<file path="src/rtl/conv_pkg.sv">
// conv_pkg - shared defaults, FSM state type and tap indices for the 3x3 window generator (rev 1.0).
`default_nettype none

package conv_pkg;

  localparam int DEF_WIDTH  = 8;
  localparam int DEF_HEIGHT = 8;
  localparam int DEF_BITW   = 8;

  typedef enum logic [1:0] {
    FILL  = 2'd0,
    RUN   = 2'd1,
    FLUSH = 2'd2
  } state_e;

  // Row-major tap indices; W00 is the top-left (oldest row, oldest column).
  localparam int W00 = 0;
  localparam int W01 = 1;
  localparam int W02 = 2;
  localparam int W10 = 3;
  localparam int W11 = 4;
  localparam int W12 = 5;
  localparam int W20 = 6;
  localparam int W21 = 7;
  localparam int W22 = 8;

endpackage

`default_nettype wire

</file>
<file path="src/rtl/conv_line_buffer.sv">
// conv_line_buffer - one image row of pixels, single address, read-before-write (rev 1.0).
`default_nettype none

module conv_line_buffer #(
  parameter int WIDTH = 8,
  parameter int BITW  = 8
) (
  input  logic                     clk,
  input  logic                     we_i,
  input  logic [$clog2(WIDTH)-1:0] addr_i,
  input  logic [BITW-1:0]          wdata_i,
  output logic [BITW-1:0]          rdata_o
);

  logic [BITW-1:0] mem_q [WIDTH];

  // Asynchronous read returns the old entry while the same entry is overwritten at the edge.
  assign rdata_o = mem_q[addr_i];

  always_ff @(posedge clk) begin
    if (we_i) begin
      mem_q[addr_i] <= wdata_i;
    end
  end

endmodule

`default_nettype wire

</file>
<file path="src/rtl/conv3x3_window_gen.sv">
// conv3x3_window_gen - streaming 3x3 window generator with two line buffers, rev 1.0.
// Optional macro CONV_WIN_COORD_EN adds out_x/out_y centre-coordinate ports.
`default_nettype none

module conv3x3_window_gen
  import conv_pkg::*;
#(
  parameter int WIDTH  = DEF_WIDTH,
  parameter int HEIGHT = DEF_HEIGHT,
  parameter int BITW   = DEF_BITW
) (
  input  logic                      clk,
  input  logic                      rst,
  input  logic                      in_valid,
  output logic                      in_ready,
  input  logic [BITW-1:0]           in_pix,
  output logic                      out_valid,
  input  logic                      out_ready,
  output logic [9*BITW-1:0]         out_win,
  output logic                      out_border,
`ifdef CONV_WIN_COORD_EN
  output logic [$clog2(WIDTH)-1:0]  out_x,
  output logic [$clog2(HEIGHT)-1:0] out_y,
`endif
  output logic                      out_last
);

  localparam int XW = $clog2(WIDTH);
  localparam int YW = $clog2(HEIGHT);
  localparam logic [XW-1:0] XMAX = XW'(WIDTH - 1);
  localparam logic [YW-1:0] YMAX = YW'(HEIGHT - 1);

  state_e          state_q;
  logic [XW-1:0]   in_x_q, ox_q;
  logic [YW-1:0]   in_y_q, oy_q;
  logic [BITW-1:0] win_q [9];
  logic [BITW-1:0] win_d [9];
  logic [9*BITW-1:0] win_flat;
  logic [BITW-1:0] lb0_rd, lb1_rd;

  logic              out_valid_q, out_border_q, out_last_q;
  logic [9*BITW-1:0] out_win_q;

  logic slot_free, acc, load, done, ld_border, ld_last, in_last, fill_done;

  assign slot_free = !out_valid_q || out_ready;
  assign in_ready  = !rst && (state_q != FLUSH) && slot_free;
  assign acc       = in_valid && in_ready;

  // ox_q/oy_q hold the centre of the next window to be loaded into the output register.
  assign ld_border = (ox_q == '0) || (ox_q == XMAX) || (oy_q == '0) || (oy_q == YMAX);
  assign ld_last   = (ox_q == XMAX) && (oy_q == YMAX);
  assign in_last   = (in_x_q == XMAX) && (in_y_q == YMAX);
  assign fill_done = (in_x_q == '0) && (in_y_q == YW'(1));

  assign done = (state_q == FLUSH) && out_valid_q && out_ready && out_last_q;
  assign load = ((state_q == RUN) && acc) ||
                ((state_q == FLUSH) && slot_free && !(out_valid_q && out_last_q));

  conv_line_buffer #(.WIDTH(WIDTH), .BITW(BITW)) u_lb0 (
    .clk     (clk),
    .we_i    (acc),
    .addr_i  (in_x_q),
    .wdata_i (lb1_rd),
    .rdata_o (lb0_rd)
  );

  conv_line_buffer #(.WIDTH(WIDTH), .BITW(BITW)) u_lb1 (
    .clk     (clk),
    .we_i    (acc),
    .addr_i  (in_x_q),
    .wdata_i (in_pix),
    .rdata_o (lb1_rd)
  );

  always_comb begin
    win_d[W00] = win_q[W01];
    win_d[W01] = win_q[W02];
    win_d[W02] = lb0_rd;
    win_d[W10] = win_q[W11];
    win_d[W11] = win_q[W12];
    win_d[W12] = lb1_rd;
    win_d[W20] = win_q[W21];
    win_d[W21] = win_q[W22];
    win_d[W22] = in_pix;
    win_flat   = '0;
    for (int t = 0; t < 9; t++) begin
      win_flat[t*BITW +: BITW] = win_d[t];
    end
  end

  always_ff @(posedge clk) begin
    if (acc) begin
      for (int t = 0; t < 9; t++) begin
        win_q[t] <= win_d[t];
      end
    end
  end

  always_ff @(posedge clk) begin
    if (rst) begin
      state_q      <= FILL;
      in_x_q       <= '0;
      in_y_q       <= '0;
      ox_q         <= '0;
      oy_q         <= '0;
      out_valid_q  <= 1'b0;
      out_win_q    <= '0;
      out_border_q <= 1'b0;
      out_last_q   <= 1'b0;
    end else begin
      if (acc) begin
        in_x_q <= (in_x_q == XMAX) ? '0 : in_x_q + 1'b1;
        if (in_x_q == XMAX) begin
          in_y_q <= (in_y_q == YMAX) ? '0 : in_y_q + 1'b1;
        end
      end

      case (state_q)
        FILL:    if (acc && fill_done) state_q <= RUN;
        RUN:     if (acc && in_last)   state_q <= FLUSH;
        FLUSH:   if (done)             state_q <= FILL;
        default: state_q <= FILL;
      endcase

      if (load) begin
        out_valid_q  <= 1'b1;
        out_win_q    <= ld_border ? '0 : win_flat;
        out_border_q <= ld_border;
        out_last_q   <= ld_last;
        ox_q         <= (ox_q == XMAX) ? '0 : ox_q + 1'b1;
        if (ox_q == XMAX) begin
          oy_q <= (oy_q == YMAX) ? '0 : oy_q + 1'b1;
        end
      end else if (out_valid_q && out_ready) begin
        out_valid_q <= 1'b0;
      end

      if (done) begin
        in_x_q <= '0;
        in_y_q <= '0;
        ox_q   <= '0;
        oy_q   <= '0;
      end
    end
  end

  assign out_valid  = out_valid_q;
  assign out_win    = out_win_q;
  assign out_border = out_border_q;
  assign out_last   = out_last_q;

`ifdef CONV_WIN_COORD_EN
  logic [XW-1:0] out_x_q;
  logic [YW-1:0] out_y_q;

  always_ff @(posedge clk) begin
    if (rst) begin
      out_x_q <= '0;
      out_y_q <= '0;
    end else if (load) begin
      out_x_q <= ox_q;
      out_y_q <= oy_q;
    end
  end

  assign out_x = out_x_q;
  assign out_y = out_y_q;
`endif

endmodule

`default_nettype wire
</file>
<file path="config.mk">
export PLATFORM = sky130hd
export DESIGN_NAME = conv3x3_window_gen
export DESIGN_NICKNAME = d
export VERILOG_FILES = /design/src/rtl/conv_pkg.sv /design/src/rtl/conv_line_buffer.sv /design/src/rtl/conv3x3_window_gen.sv
export SDC_FILE = /design/constraint.sdc
export NUM_CORES = 1
export LEC_CHECK = 0
export BUFFER_PORTS_ARGS = -buffer_cell sky130_fd_sc_hd__buf_2
export CAP_MARGIN = 20
export CORE_MARGIN = 5
export CORE_UTILIZATION = 40
export CTS_CLUSTER_SIZE = 12
export DETAILED_ROUTE_END_ITERATION = 6
export SLEW_MARGIN = 20
export SYNTH_ARGS = -nofsm -noshare
export SYNTH_HDL_FRONTEND = slang
export SYNTH_SLANG_ARGS = --single-unit
</file>
<file path="constraint.sdc">
create_clock -name clk -period 7.13 [get_ports clk]
set_clock_uncertainty 0.1 [all_clocks]
set_input_delay 0.713 -clock clk [delete_from_list [all_inputs] [get_ports clk]]
set_output_delay 0.713 -clock clk [all_outputs]
set_load 0.005 [all_outputs]
</file>
; ---- After elaboration in Yosys (flattened, before gate mapping)
; Memories as Yosys holds them, arrays and structs flattened. A register that Yosys moved wholly into a read port is not among the register bits.
; Cells that the tools add are included.
; Widths: inputs -> output; s select.
[totals]
mem_bits_rw = 200
mem_bits_ro = 0
register_bits = 89
n_memories = 3
word_cells = 77
inputBits = 12
latchBits = 0
output_inout_bits = 76
[mem_list]
columns = memory, words, width, read_ports, rd_ports_with_merged_regs, write_ports, line
row1 = win_q, 9, 8, 6, 0, 9, conv3x3_window_gen.sv:36  ; logic [BITW-1:0] win_q [9];
row2 = u_lb0.mem_q, 8, 8, 1, 1, 1, conv_line_buffer.sv:15  ; logic [BITW-1:0] mem_q [WIDTH];
row3 = u_lb1.mem_q, 8, 8, 1, 1, 1, conv_line_buffer.sv:15
[op_classes]
addsub = 4
n_reduce_logical = 33
multipliers = 0
n_lt_le_gt_ge = 0
eq_ne = 11
bitwise = 0
mux = 17
shifts = 0
div_mod_pow = 0
[op_table]
columns = operator, count
row1 = $mux 72, 1
row2 = $mux 3, 8
row3 = $logic_and 1x1->1, 16
row4 = $add 3x1->3 const B, 4
row5 = $eq 3x3->1 const B, 4
row6 = $logic_not 3->1, 3
row7 = $mux 2, 3
row8 = $ne 2x2->1 const B, 3
row9 = $pmux 2 s3, 1
row10 = $logic_or 1x1->1, 5
row11 = $mux 1, 4
row12 = $reduce_and 2->1, 2
row13 = $eq 3x1->1 const B, 1
row14 = $logic_not 1->1, 3
row15 = $reduce_and 3->1, 1
row16 = $eq 2x1->1 const B, 1
row17 = $eq 2x2->1 const B, 1
row18 = $logic_not 2->1, 1
row19 = $ne 2x1->1 const B, 1
row20 = $reduce_bool 2->1, 1
row21 = $reduce_or 2->1, 1

; ---- Depth between registers and ports, before layout
; Gate-level depths: netlist of the first run.
[depth]
ltp_word = 7
depth_mapped = 8
depth_no_buf = 6

; ---- Cells and area by module
; Synthesis of the first run repeated with hierarchy kept, for this count alone.
[hier_totals]
cells_unflattened = 737
area_unflattened_um2 = 11165.7
[by_module_without_submodules]
columns = module, area_per_inst_um2, cells_per_inst, n_inst, seq_area_each_um2
row1 = conv3x3_window_gen, 6055.8, 495, 1, 3223.1
row2 = conv_line_buffer, 2555.0, 121, 2, 1921.8

; ---- Worst setup path before layout of the first run
; OpenSTA, ideal clock, no wires.
[synth_timing]
path_kind = input to register
startpoint = input out_ready
endpoint = memory u_lb0.mem_q[0][0], enable pin
setup_time_ps = 409
path_slack_ps = 1068
path_buffers = 0
arrival_ps = 5553
path_stages = 4
cell_sequence = nor2b_1 nor4b_2 nand2_1 nor3_1
[synth_via]
elab_chain_cells = 5
[synth_rtl]
columns = element, line
row1 = from (decl), conv3x3_window_gen.sv:18  ; input logic out_ready,
row2 = $logic_or 1x1->1, conv3x3_window_gen.sv:46  ; assign slot_free = !out_valid_q || out_ready;
row3 = $logic_and 1x1->1, conv3x3_window_gen.sv:47  ; assign in_ready = !rst && (state_q != FLUSH) && slot_free;
row4 = $logic_and 1x1->1, conv3x3_window_gen.sv:48  ; assign acc = in_valid && in_ready;
row5 = via acc, conv3x3_window_gen.sv:44  ; logic slot_free, acc, load, done, ld_border, ld_last, in_last, fill_done;
row6 = $mux 1, conv_line_buffer.sv:21  ; if (we_i) begin
row7 = $mux 1 (implied by the code), conv_line_buffer.sv:22  ; mem_q[addr_i] <= wdata_i;
row8 = to (decl), conv_line_buffer.sv:15
; The timed path passes the listed nets, and every way through them passes these cells.

; ---- Worst setup path in the final report of the first run
[layout_timing]
startpoint = register out_valid_q (netlist: out_valid)
endpoint = memory u_lb1.mem_q[7][3], enable pin
[layout_via]
elab_chain_cells = 6
[layout_rtl]
columns = element, line
row1 = from (decl), conv3x3_window_gen.sv:41  ; logic out_valid_q, out_border_q, out_last_q;
row2 = from (signal assigned), conv3x3_window_gen.sv:107  ; out_valid_q <= 1'b0;
row3 = from (signal assigned), conv3x3_window_gen.sv:127  ; out_valid_q <= 1'b1;
row4 = from (signal assigned), conv3x3_window_gen.sv:136  ; out_valid_q <= 1'b0;
row5 = $logic_not 1->1, conv3x3_window_gen.sv:46
row6 = $logic_or 1x1->1, conv3x3_window_gen.sv:46
row7 = $logic_and 1x1->1, conv3x3_window_gen.sv:47
row8 = $logic_and 1x1->1, conv3x3_window_gen.sv:48
row9 = via acc, conv3x3_window_gen.sv:44
row10 = $mux 1, conv_line_buffer.sv:21
row11 = $mux 1 (implied by the code), conv_line_buffer.sv:22
row12 = to (decl), conv_line_buffer.sv:15
; The timed path passes the listed nets, and every way through them passes these cells.

==> impl_metrics.toml, run 1 <==
[detailed_routing]
totalWireLength_mm = 18.3
ant_nets = 0
vias_per_cell = 5.15
first_pass_iters = 4
drcViolationCount = 0
drt_iter0_markers = 310
num_vias = 4933
wl_per_cell_um = 19.2

[global_routing]
grt_pass1_wl_mm = 29.0
track_usage_pct = 13.5
grt_pass1_vias = 5150
antenna_found_initial = 0
overflow = 0
grt_max_degree = 73

[critical_path]
path_max_fanout = 55
required_ns = 7.16
path_class = "flip-flop to flip-flop"
cp-end-kind = "flip-flop"
slowest_stage = "nor2_2"
rr_startpoint = "out_valid"
cp-startpoint = "out_valid"
crit_chain = "nor2b_1, nor4b_4, buf_4, nand2_1, nor2_2"
arrival_ns = 3.23
cp-start-kind = "flip-flop"
max_stage_delay_ns = 0.87

[clock_tree]
htreeDepth = 1
postCtsSetupBuffers = 0
holdBufCountCts = 0
post_cts_resized = 0
path_clk_slew_ns = 0.06
clk_path_buf_depth = 3
clk_latency_ns = 0.53
cts_inserted_buffers = 28
cts-root-buf = "clkbuf_16"
clock-sinks = 268
cts_tree = "done"

[sta]
setup_viol = 0
final_hold_viol_count = 0
layout_setup_ws_ns = 3.93
finalCritPeriodShare_pct = 44.8
finalMaxSlewViolations = 0
grt_setup_unrepaired = "false"
whs_ns = 0.351
timing.slew.headroom_pct = 31.5
tns_ns = 0
tightest_slew_ns = 1.03
min_period_ns = 3.20
max_freq_mhz = 313

[yosys]
synth_top_cell_area_share_pct = 54.7
yosysMostFrequentCell = "edfxtp_1"
ys_seq_elements = 268
mappedNetlistArea_mm2 = 0.00966
avgSynthCellArea_um2 = 18.6
yosys.area_share.simple_pct = 2.78
ys_async_sr_fraction_pct = 0
synthCells = 518
synth-adder-area-share_pct = 1.55
syn-num-nets = 542
synth-xor-area-share_pct = 0
synthDistinctLibCells = 42
synth_area_leaders = "edfxtp_1 (55%), dfxtp_1 (19%), mux4_2 (7.5%), a22o_2 (5.4%), mux2_2 (1.9%)"
synth_flop_cell = "edfxtp_1"
synth_warnings = 0
synth_compound_gate_area_share_pct = 9.09
seq_area_frac_synth_pct = 73.8
ys_top_cells_by_count = "edfxtp_1 (176), dfxtp_1 (92), a22o_2 (52), mux4_2 (32), a22o_1 (20)"
synth_edf_count = 176
yosysTopAreaCell = "edfxtp_1"
synth_top_family_by_area = "multiplexers"
synth_mux_area_share_pct = 10.0

[placement]
gp_congestion = 0.731
dp.cells = 905
portBuffers = 87
dpl-instance-area_mm2 = 0.0104
pre_cts_slack_ns = 3.49
dp_hpwl_mm = 10.9

[floorplan]
core_area_mm2 = 0.0236
initial_utilization_pct = 40.9
fp.dieH_um = 165
die-area_mm2 = 0.0274
ios = 88
rows = 56
die_x_um = 165

[pwr]
p_leak_nw = 4.03
netSwitchingFraction_pct = 19.5
total_power_mw = 3.16
internal_power_mw = 2.54
power_density_mw_per_mm2 = 280
p_comb_share_pct = 2.7
p_seq_share_pct = 53.7
p_sw_mw = 0.615
peakVddDrop_v = 0.000191
pwr-share-clk_pct = 43.6

[cells_and_area]
postLayoutCoreUtil_pct = 47.7
area_delta_synth_final_pct = 16.7
fin_nets = 640
seq_area_mm2 = 0.00713
postLayoutCellArea_mm2 = 0.0113
n_antenna_cell = 0
nFillCells = 1990
drive_gt1_share_pct = 39.0
instances_no_fill = 957
multi_input_area_mm2 = 0.00232

[job]
cap_violations = 0

[status]
status = "complete, no violations"

[worst_hold_path]
min_path_type = "flip-flop to flip-flop"
hp-start = "win_q[8][5]"
## area by class of cell
| cell class | instances | area share [%] |
|---|---|---|
| Tap cell | 319 | 3.54 |
| Sequential cell | 268 | 63.2 |
| Clock buffer | 49 | 7.81 |
| Clock inverter | 3 | 0.155 |
| Timing Repair Buffer | 95 | 4.40 |
| Inverter | 9 | 0.300 |
| Multi-Input combinational cell | 214 | 20.5 |
## cell usage in the layout, fill, tap and decap left out, types with 3 or more instances in the layout
| cell type | netlist | routed |
|---|---|---|
| edfxtp_1 | 176 | 176 |
| dfxtp_1 | 92 | 90 |
| buf_2 | 1 | 87 |
| a22o_2 | 52 | 52 |
| mux4_2 | 32 | 32 |
| clkbuf_16 | 0 | 29 |
| a22o_1 | 20 | 20 |
| mux2_2 | 16 | 16 |
| ha_1 | 12 | 12 |
| clkbuf_1 | 11 | 12 |
| nor2_1 | 14 | 11 |
| inv_1 | 9 | 9 |
| a21oi_1 | 9 | 8 |
| clkbuf_8 | 0 | 8 |
| buf_4 | 3 | 8 |
| nand2_1 | 6 | 6 |
| nand2b_1 | 5 | 5 |
| nor3_1 | 7 | 5 |
| mux2i_1 | 5 | 5 |
| nand3_1 | 4 | 4 |
| nor2_2 | 0 | 3 |
| o21ai_0 | 3 | 3 |
## metal layers
| layer | vias to the layer above | GRT usage [%] | share of wire (%) |
|---|---|---|---|
| li1 | 2272 | - | - |
| met1 | 2522 | 18.9 | 46 |
| met2 | 112 | 22.2 | 48 |
| met3 | 27 | 2.51 | 4.5 |
| met4 | 0 | 2.89 | 1.6 |
| met5 | - | 0 | 0 |
## flip-flops by register name (all words and copies together), names as in the netlist, named ones only
signal       cells
out_last         1
out_valid        1
oy_q             3
in_y_q           3
u_lb0.mem_q     64
in_x_q           3
out_border       1
state_q          2
win_q           48
out_win         72
u_lb1.mem_q     64
ox_q             3
## critical path, delay by kind of cell, from the launching register on
| family | cells | cell delay [ns] |
|---|---|---|
| buffers and inverters | 1 | 0.63 |
| flip-flops | 1 | 0.35 |
| AND/OR/NAND/NOR | 4 | 1.70 |
## logic make-up (layout without fill, tap and decap cells)
family                   after synthesis  after routing
buffers and inverters                 36            156
AND/OR/NAND/NOR                       48             48
AO/OA/AOI/OAI                        100            100
flip-flops                           268            268
adder cells (fa/ha/maj)               12             12
multiplexers                          54             54
## worst paths after layout
path / endpoint / slack [ns] / cells past startpoint
worst max-delay path: u_lb1.mem_q[7][3] / 3.93 / 5
worst min-delay path: win_q[7][5] / 0.35 / 0
worst max register to register: u_lb1.mem_q[7][3] / 3.93 / 5
worst min register to register: win_q[7][5] / 0.35 / 0
## power groups by stage
stage / sequential, mW / clock, mW / combinational (mW)
after global routing: 1.70 / 1.48 / 0.0925
final: 1.70 / 1.38 / 0.0849
after detailed placement: 1.73 / 0 / 0.0870
after CTS: 1.70 / 1.41 / 0.0872
after floorplan: 1.72 / 0 / 0.0551
after global placement: 1.73 / 0 / 0.0837
Note: power is estimated with default switching activity, not from simulation.
==> run 2, diff against run 1 <==
--- a/config.mk
+++ b/config.mk
@@ -5,6 +5,7 @@
 export SDC_FILE = /design/constraint.sdc
 export NUM_CORES = 1
 export LEC_CHECK = 0
+export ABC_AREA = 1
 export BUFFER_PORTS_ARGS = -buffer_cell sky130_fd_sc_hd__buf_2
 export CAP_MARGIN = 20
 export CORE_MARGIN = 5
==> constraint.sdc (replaced) <==
create_clock -name clk -period 2.9 [get_ports clk]
set_clock_uncertainty 0.1 [all_clocks]
set_input_delay 0.29 -clock clk [delete_from_list [all_inputs] [get_ports clk]]
set_output_delay 0.29 -clock clk [all_outputs]
set_load 0.005 [all_outputs]
==> impl_metrics.toml, run 2 <==
[critical_path]
required_ns = 3.27
path_max_fanout = 60
cp-end-kind = "flip-flop"
arrival_ns = 2.64
path_class = "primary input to flip-flop"
cp-start-kind = "primary input"

[detailed_routing]
totalWireLength_mm = 23.2
ant_nets = 0
drcViolationCount = 0
first_pass_iters = 5
vias_per_cell = 5.02
drt_iter0_markers = 693
num_vias = 6818
wl_per_cell_um = 17.1

[global_routing]
grt_pass1_vias = 6434
grt_max_degree = 67
track_usage_pct = 15.7
antenna_found_initial = 0
overflow = 0
grt_pass1_wl_mm = 36.3

[floorplan]
fp.dieH_um = 170
initial_utilization_pct = 40.6
rows = 58
die-area_mm2 = 0.0288
ios = 88
die_x_um = 170
core_area_mm2 = 0.0251

[cells_and_area]
largest_register_ff_count = 72
final_common_cell = "edfxtp_1"
drive_gt1_share_pct = 16.6
postLayoutCoreUtil_pct = 47.6
nFillCells = 2355
n_antenna_cell = 0
final_cell_mix = "edfxtp_1 (176), nor2_1 (153), nand3_1 (113)"
area_delta_synth_final_pct = 17.4
fin_nets = 1028

[yosys]
avgSynthCellArea_um2 = 11.2
synth_area_leaders = "edfxtp_1 (52%), dfxtp_1 (18%), nor2_1 (5.6%), nand3_1 (5.6%), a21oi_1 (4.0%)"
synth_warnings = 0
ys_async_sr_fraction_pct = 0
syn-num-nets = 933
synth_edf_count = 176
seq_area_frac_synth_pct = 70.0
synthCells = 909
yosysTopAreaCell = "edfxtp_1"
ys_seq_elements = 268
yosysMostFrequentCell = "edfxtp_1"
synth_top_cell_area_share_pct = 51.9
synthDistinctLibCells = 27
mappedNetlistArea_mm2 = 0.0102
synth_flop_cell = "edfxtp_1"
ys_top_cells_by_count = "edfxtp_1 (176), nor2_1 (153), nand3_1 (113), dfxtp_1 (92)"

[pwr]
p_leak_nw = 4.38
peakVddDrop_v = 0.000420
power_density_mw_per_mm2 = 691

[sta]
finalMaxSlewViolations = 0
timing.slew.headroom_pct = 31.3
grt_setup_unrepaired = "false"
max_freq_mhz = 441
min_period_ns = 2.27
tns_ns = 0
tightest_slew_ns = 1.03
setup_viol = 0
finalCritPeriodShare_pct = 78.3
final_hold_viol_count = 0

[clock_tree]
clk_path_buf_depth = 3
post_cts_resized = 0
cts_tree = "done"
cts-root-buf = "clkbuf_16"
htreeDepth = 1
cts_inserted_buffers = 29
clock-sinks = 268
clk_latency_ns = 0.55
path_clk_slew_ns = 0.06
postCtsSetupBuffers = 0
holdBufCountCts = 2

[placement]
portBuffers = 87
gp_congestion = 0.764
dp_hpwl_mm = 14.3

[worst_hold_path]
min_path_type = "primary input to flip-flop"

[job]
cap_violations = 0

[status]
status = "complete, no violations"
[run 2: worst paths after layout]
kind	from	endpoint	slack, ns	cells after the start
hold reg to reg	win_q[2][5]	win_q[1][5]	0.35	0
hold / removal	in_pix[3]	win_q[8][3]	0.04	1
setup / recovery	out_ready	out_win[28]	0.63	9
setup reg to reg	out_valid	out_win[28]	0.66	6
[run 2: where the power goes]
group	internal [mW]	switching, mW	total [mW]
clock	2.20	1.44	3.64
sequential	4.19	0.0250	4.21
combinational	0.109	0.306	0.415
total	6.50	1.77	8.27
[run 2: layout make-up]
type / count / area, um^2 / share of cell area, %
clock buffer: 48 / 898 / 7.51
timing repair buffer: 120 / 701 / 5.86
clock inverter: 6 / 72.6 / 0.607
sequential: 268 / 7130 / 59.6
inverter: 27 / 101 / 0.847
tap: 330 / 413 / 3.45
multi-input combinational: 558 / 2650 / 22.1
[run 2: critical path: stages]
cell	delay, ns
dlygate4sd3_1	0.53
buf_2	0.14
inv_1	0.05
nand2_1	0.10
nand4_1	0.16
nand2_4	0.20
inv_2	0.80
nand2_1	0.11
a21oi_1	0.21
[run 2: kinds of logic (layout without fill, tap and decap cells)]
| kind of cell | count (synthesis) | in the layout | share of synthesized area, % |
|---|---|---|---|
| simple gates | 371 | 371 | 15.7 |
| flops | 268 | 268 | 70.0 |
| compound gates | 175 | 175 | 8.71 |
| fa+ha+maj | 12 | 12 | 1.47 |
| buf+inv | 83 | 201 | 4.16 |
[run 2: routing by layer]
| metal | vias to the layer above | track usage [%] | wire (um) |
|---|---|---|---|
| met5 | - | 0 | 0 |
| met4 | 0 | 3.19 | 272 |
| met3 | 24 | 2.47 | 1210 |
| met2 | 164 | 24.5 | 10400 |
| met1 | 3263 | 23.5 | 11400 |
| li1 | 3367 | - | - |
[run 2: stage by stage]
stage / cell area, um^2 / worst slack (ns) / std cells / total power [mW] / hold slack, ns
4_1_cts: 12000 / 0.641 / 1357 / 8.36 / 0.0119
5_1_grt: 12000 / 0.387 / 1357 / 8.56 / 0.0182
3_5_place_dp: 11000 / 0.629 / 1301 / 4.71 / 0.335
2_1_floorplan: 10200 / 0.0350 / 909 / 4.53 / 0.289
3_3_place_gp: 11000 / 0.657 / 1301 / 4.70 / 0.333
6_report: 12000 / 0.630 / 1357 / 8.27 / 0.0422
